**config.mk**
```make
export PLATFORM = sky130hd
export DESIGN_NAME = sram_arbiter
export DESIGN_NICKNAME = d
export VERILOG_FILES = /design/src/rtl/sram_arbiter.sv
export SDC_FILE = /design/constraint.sdc
export NUM_CORES = 1
export LEC_CHECK = 0
export BUFFER_PORTS_ARGS = -buffer_cell sky130_fd_sc_hd__buf_4
export CAP_MARGIN = 20
export CELL_PAD_IN_SITES_DETAIL_PLACEMENT = 1
export CELL_PAD_IN_SITES_GLOBAL_PLACEMENT = 2
export CORE_ASPECT_RATIO = 1.75
export CORE_MARGIN = 2
export CORE_UTILIZATION = 28
export DETAILED_ROUTE_END_ITERATION = 16
export PLACE_DENSITY = 0.85
export SLEW_MARGIN = 0
export SYNTH_ARGS = -nofsm -noshare
export SYNTH_HDL_FRONTEND = slang
export SYNTH_SLANG_ARGS = --single-unit
```
**constraint.sdc**
```tcl
create_clock -name iClk -period 2.25 [get_ports iClk]
set_clock_uncertainty 0.05 [all_clocks]
set_input_delay 0.1125 -clock iClk [delete_from_list [all_inputs] [get_ports iClk]]
set_output_delay 0.1125 -clock iClk [all_outputs]
set_load 0.005 [all_outputs]
```
**src/rtl/sram_arbiter.sv**
```systemverilog
// Two-port arbiter for the external async SRAM: grants CPU or DMA, then sequences
// address setup -> strobe -> release and returns data and a one-cycle ack to the owner.
module sram_arbiter #(
    parameter int ADDR_W        = 20,
    parameter int ACCESS_CYCLES = 2,
    parameter int ARB_MODE      = 0
) (
    input  logic              iClk,
    input  logic              iReset,
    input  logic              iCpuReq,
    input  logic              iCpuWr,
    input  logic [ADDR_W-1:0] iCpuAddr,
    input  logic [7:0]        iCpuData,
    output logic              oCpuAck,
    output logic [7:0]        oCpuData,
    input  logic              iDmaReq,
    input  logic              iDmaWr,
    input  logic [ADDR_W-1:0] iDmaAddr,
    input  logic [7:0]        iDmaData,
    output logic              oDmaAck,
    output logic [7:0]        oDmaData,
    output logic [ADDR_W-1:0] oSramAddr,
    output logic [7:0]        oSramData,
    input  logic [7:0]        iSramData,
    output logic              oSramDir,
    output logic              oSramOe,
    output logic              oSramWe,
    output logic              oSramCe1,
    output logic              oBusy
);

    localparam int CNT_W = $clog2(ACCESS_CYCLES + 1);

    typedef enum logic [1:0] {
        IDLE   = 2'd0,
        ACCESS = 2'd1,
        DONE   = 2'd2
    } state_t;

    state_t            state_q, state_d;
    logic [CNT_W-1:0]  cnt_q, cnt_d;
    logic              ownerDma_q, ownerDma_d;
    logic              wr_q, wr_d;
    logic              lastDma_q, lastDma_d;
    logic [ADDR_W-1:0] sramAddr_q, sramAddr_d;
    logic [7:0]        sramData_q, sramData_d;
    logic [7:0]        cpuData_q, cpuData_d;
    logic [7:0]        dmaData_q, dmaData_d;
    logic              grantDma;
    logic              inAccess;

    // lastDma resets high so the CPU wins the first contested round-robin grant
    always_ff @(posedge iClk or negedge iReset) begin
        if (!iReset) begin
            state_q    <= IDLE;
            cnt_q      <= '0;
            ownerDma_q <= 1'b0;
            wr_q       <= 1'b0;
            lastDma_q  <= 1'b1;
            sramAddr_q <= '0;
            sramData_q <= '0;
            cpuData_q  <= '0;
            dmaData_q  <= '0;
        end else begin
            state_q    <= state_d;
            cnt_q      <= cnt_d;
            ownerDma_q <= ownerDma_d;
            wr_q       <= wr_d;
            lastDma_q  <= lastDma_d;
            sramAddr_q <= sramAddr_d;
            sramData_q <= sramData_d;
            cpuData_q  <= cpuData_d;
            dmaData_q  <= dmaData_d;
        end
    end

    always_comb begin
        grantDma = iDmaReq && (!iCpuReq || ((ARB_MODE == 1) && !lastDma_q));
    end

    // Port inputs are latched at the grant edge; cnt counts ACCESS cycles down to 1
    always_comb begin
        state_d    = state_q;
        cnt_d      = cnt_q;
        ownerDma_d = ownerDma_q;
        wr_d       = wr_q;
        lastDma_d  = lastDma_q;
        sramAddr_d = sramAddr_q;
        sramData_d = sramData_q;
        cpuData_d  = cpuData_q;
        dmaData_d  = dmaData_q;
        case (state_q)
            IDLE: begin
                if (iCpuReq || iDmaReq) begin
                    state_d    = ACCESS;
                    cnt_d      = CNT_W'(ACCESS_CYCLES);
                    ownerDma_d = grantDma;
                    lastDma_d  = grantDma;
                    wr_d       = grantDma ? iDmaWr   : iCpuWr;
                    sramAddr_d = grantDma ? iDmaAddr : iCpuAddr;
                    sramData_d = grantDma ? iDmaData : iCpuData;
                end
            end
            ACCESS: begin
                if (cnt_q == CNT_W'(1)) begin
                    state_d = DONE;
                    if (!wr_q) begin
                        if (ownerDma_q) dmaData_d = iSramData;
                        else            cpuData_d = iSramData;
                    end
                end else begin
                    cnt_d = cnt_q - 1'b1;
                end
            end
            DONE:    state_d = IDLE;
            default: state_d = IDLE;
        endcase
    end

    // Write strobe skips the first ACCESS cycle to give address/data setup time
    always_comb begin
        inAccess = (state_q == ACCESS);
        oSramCe1 = !inAccess;
        oSramOe  = !(inAccess && !wr_q);
        oSramWe  = !(inAccess && wr_q && (cnt_q != CNT_W'(ACCESS_CYCLES)));
        oSramDir = wr_q && (state_q != IDLE);
        oCpuAck  = (state_q == DONE) && !ownerDma_q;
        oDmaAck  = (state_q == DONE) && ownerDma_q;
        oBusy    = (state_q != IDLE);
    end

    assign oSramAddr = sramAddr_q;
    assign oSramData = sramData_q;
    assign oCpuData  = cpuData_q;
    assign oDmaData  = dmaData_q;

endmodule

```
==> results.py <==
metrics = {
    "status": {
        "status": "completed",
    },
    "global_routing": {
        "grt_pass1_vias": 1908,
        "grt_start_max_net_pins": 51,
        "overflow": 0,
        "grt_pass1_wl_um": 9230,
        "grt_usage": 0.131,
        "antenna_found_initial": 0,
    },
    "cells_and_area": {
        "fill_cells": 855,
        "nNetsFinal": 355,
        "drive_above_1_share": 0.742,
        "seq_area_um2": 1250,
        "synthToLayoutAreaGrowth_pct": 52.1,
        "final_cell_count_no_fill": 373,
        "multi_input_area_um2": 1020,
        "antennaDiodeCount": 0,
        "fin_area_um2": 3520,
    },
    "critical_path": {
        "r2r_cells": 4,
        "r2r_start": "state_q[1]$_DFFE_PN0P_",
        "end_kind": "flip-flop",
        "cp.required_ns": 2.37,
        "crit_start": "state_q[1]$_DFFE_PN0P_",
        "critical_path_class": "flip-flop to flip-flop",
        "start_kind": "flip-flop",
        "crit_fanout": 8,
        "rrSetupSlack_ns": 0.41,
        "r2r_end": "oCpuData[0]$_DFFE_PN0P_",
        "arrival_ns": 1.95,
        "cp-endpoint": "oCpuData[0]$_DFFE_PN0P_",
    },
    "synth": {
        "ys.warnings.count": 0,
        "synth.top_cells.by_count": "74 x mux2_2, 50 x dfrtp_1, 4 x buf_2",
        "yosys.area.top_type_share": 0.541,
        "synthFlopType": "dfrtp_1",
        "synth-seq-cells": 50,
        "synth_most_common_cell": "mux2_2",
        "async_flop_share": 1.00,
        "synth_cells": 156,
        "synth_cell_types": 22,
        "ys_seq_area_frac": 0.541,
        "synth.avg_cell_area_um2": 14.8,
        "synth_nets": 229,
        "netlist_area_um2": 2310,
        "synth_edf_count": 0,
        "synth.area.top_cells": "dfrtp_1 54%, mux2_2 36%, ha_1 1.6%",
        "synth_largest_area_cell": "dfrtp_1",
    },
    "sta": {
        "fmax_mhz": 544,
        "max_slew_margin": 0.579,
        "fin_crit_sh": 0.816,
        "grt_setup_unrepaired": "false",
        "setup_viol": 0,
        "hold_viol": 0,
        "drv_slew": 0,
        "period_needed_ns": 1.84,
        "tns_ns": 0,
        "tightestPinTransition_ns": 0.632,
    },
    "clocking": {
        "cts.clk_slew.worst_paths_ns": 0.06,
        "clockRootBuffer": "clkbuf_16",
        "post-cts-setup-buffers": 0,
        "numCtsBuffers": 5,
        "hold_buffers": 2,
        "clock_latency_ns": 0.28,
        "htreeDepth": 2,
        "cts.sinks": 50,
        "cts_tree": "done",
        "cts_max_path_buffers": 2,
        "cts_resized": 0,
    },
    "routing": {
        "vias": 1711,
        "ant_nets": 0,
        "routedWlPerCell_um": 15.6,
        "viasPerCell": 4.59,
        "drc_errors": 0,
        "routed_wl_um": 5810,
        "dr.pass1.iters": 2,
        "drtIter0Drc": 24,
    },
    "power": {
        "ir_drop_uv": 687,
        "p_switching_mw": 1.25,
        "switching_share": 0.288,
        "power.internal_mw": 3.08,
        "clkPwrFrac": 0.192,
        "pwr-share-seq": 0.380,
        "power.density_nw_per_um2": 1230,
        "power.leakage_nw": 1.67,
        "comb_power_share": 0.429,
    },
    "placed_design": {
        "dp_cells": 363,
        "dpl_cell_area_um2": 3330,
        "port_buffers": 120,
        "place_hpwl_um": 4690,
        "gp_congestion": 0.695,
    },
    "flow_run": {
        "max-cap-violations": 0,
    },
    "die": {
        "ioPinCount": 121,
        "core_area_um2": 7960,
        "die_h_um": 124,
        "fp.dieArea_um2": 9030,
        "core.rowCount": 43,
        "chipWidth_um": 72.7,
        "initial_core_util": 0.290,
    },
    "worst_hold_path": {
        "hold_path.startpoint": "iSramData[3]",
        "hold_path_class": "input pin to flip-flop",
    },
}
-- layout make-up --
class,count,area share
Inverter,4,0.00427
Tap cell,90,0.0320
Multi-Input combinational cell,96,0.289
Timing Repair Buffer,125,0.272
Clock buffer,5,0.0356
Sequential cell,50,0.356
Clock inverter,3,0.0114
-- worst min path at each step --
stage                                      endpoint  cells after the start
after floorplan                cnt_q[0]$_DFFE_PN0P_                      0
after global placement    oSramAddr[16]$_DFFE_PN0P_                      1
after detailed placement  oSramAddr[17]$_DFFE_PN0P_                      1
after CTS                   oCpuData[3]$_DFFE_PN0P_                      2
after global routing        oCpuData[5]$_DFFE_PN0P_                      2
final                       oCpuData[3]$_DFFE_PN0P_                      2
-- power by group through the flow --
| stage | clock (mW) | sequential [mW] | combinational [mW] |
|---|---|---|---|
| 5_1_grt | 0.887 | 1.72 | 2.02 |
| 4_1_cts | 0.858 | 1.66 | 1.91 |
| 3_3_place_gp | 0 | 1.64 | 1.86 |
| 3_5_place_dp | 0 | 1.67 | 1.91 |
| 6_report | 0.830 | 1.64 | 1.86 |
| 2_1_floorplan | 0 | 1.65 | 0.833 |
-- cells in the final DEF (no fill, tap or decap), types with 2 or more instances in the layout --
cell / netlist / layout
inv_1: 3 / 3
dfrtp_1: 50 / 50
nor2_1: 3 / 2
nand2b_1: 2 / 2
ha_1: 3 / 3
mux2_2: 74 / 74
buf_4: 1 / 122
a21oi_1: 2 / 2
clkbuf_16: 0 / 5
and2_1: 2 / 2
dlygate4sd3_1: 0 / 2
clkinv_2: 0 / 2
-- through the flow --
stage          power (mW)  utilization  setup slack [ns]  hold WS, ns
3_5_place_dp         3.58        0.418             0.387        0.133
3_3_place_gp         3.50        0.418             0.454        0.133
4_1_cts              4.43        0.442             0.393       0.0163
6_report             4.33        0.442             0.413       0.0212
5_1_grt              4.62        0.442             0.276       0.0161
2_1_floorplan        2.48            -             0.572       -0.233
-- worst max-delay path: stages, from the launching register on --
cell and delay [ns]:
dfrtp_1 0.40, and2b_2 0.27, inv_2 0.06, nor4b_4 0.54, mux2_2 0.40
-- logic make-up (layout without fill, tap and decap cells) --
| kind of cell | after synthesis | in the layout | synth area share |
|---|---|---|---|
| AOI/OAI and AO/OA | 4 | 4 | 0.0103 |
| adders and majority gates | 3 | 3 | 0.0162 |
| buffers and inverters | 10 | 137 | 0.0200 |
| DFF | 50 | 50 | 0.541 |
| muxes | 75 | 75 | 0.365 |
| and+or+nand+nor | 14 | 14 | 0.0476 |
-- registers in the layout, indices dropped and copies added, names as in the netlist --
register,flops
oSramAddr,20
oCpuData,8
oDmaData,8
ownerDma_q,1
cnt_q,2
wr_q,1
oSramData,8
state_q,2
-- routing by layer --
layer / wire length [um] / vias to the layer above / global-route usage
met5: 0 / - / 0
met4: 72 / 0 / 0.0392
met3: 280 / 6 / 0.0227
met2: 3460 / 61 / 0.259
met1: 2000 / 841 / 0.132
li1: - / 803 / -
(Power assumes the default switching activity.)
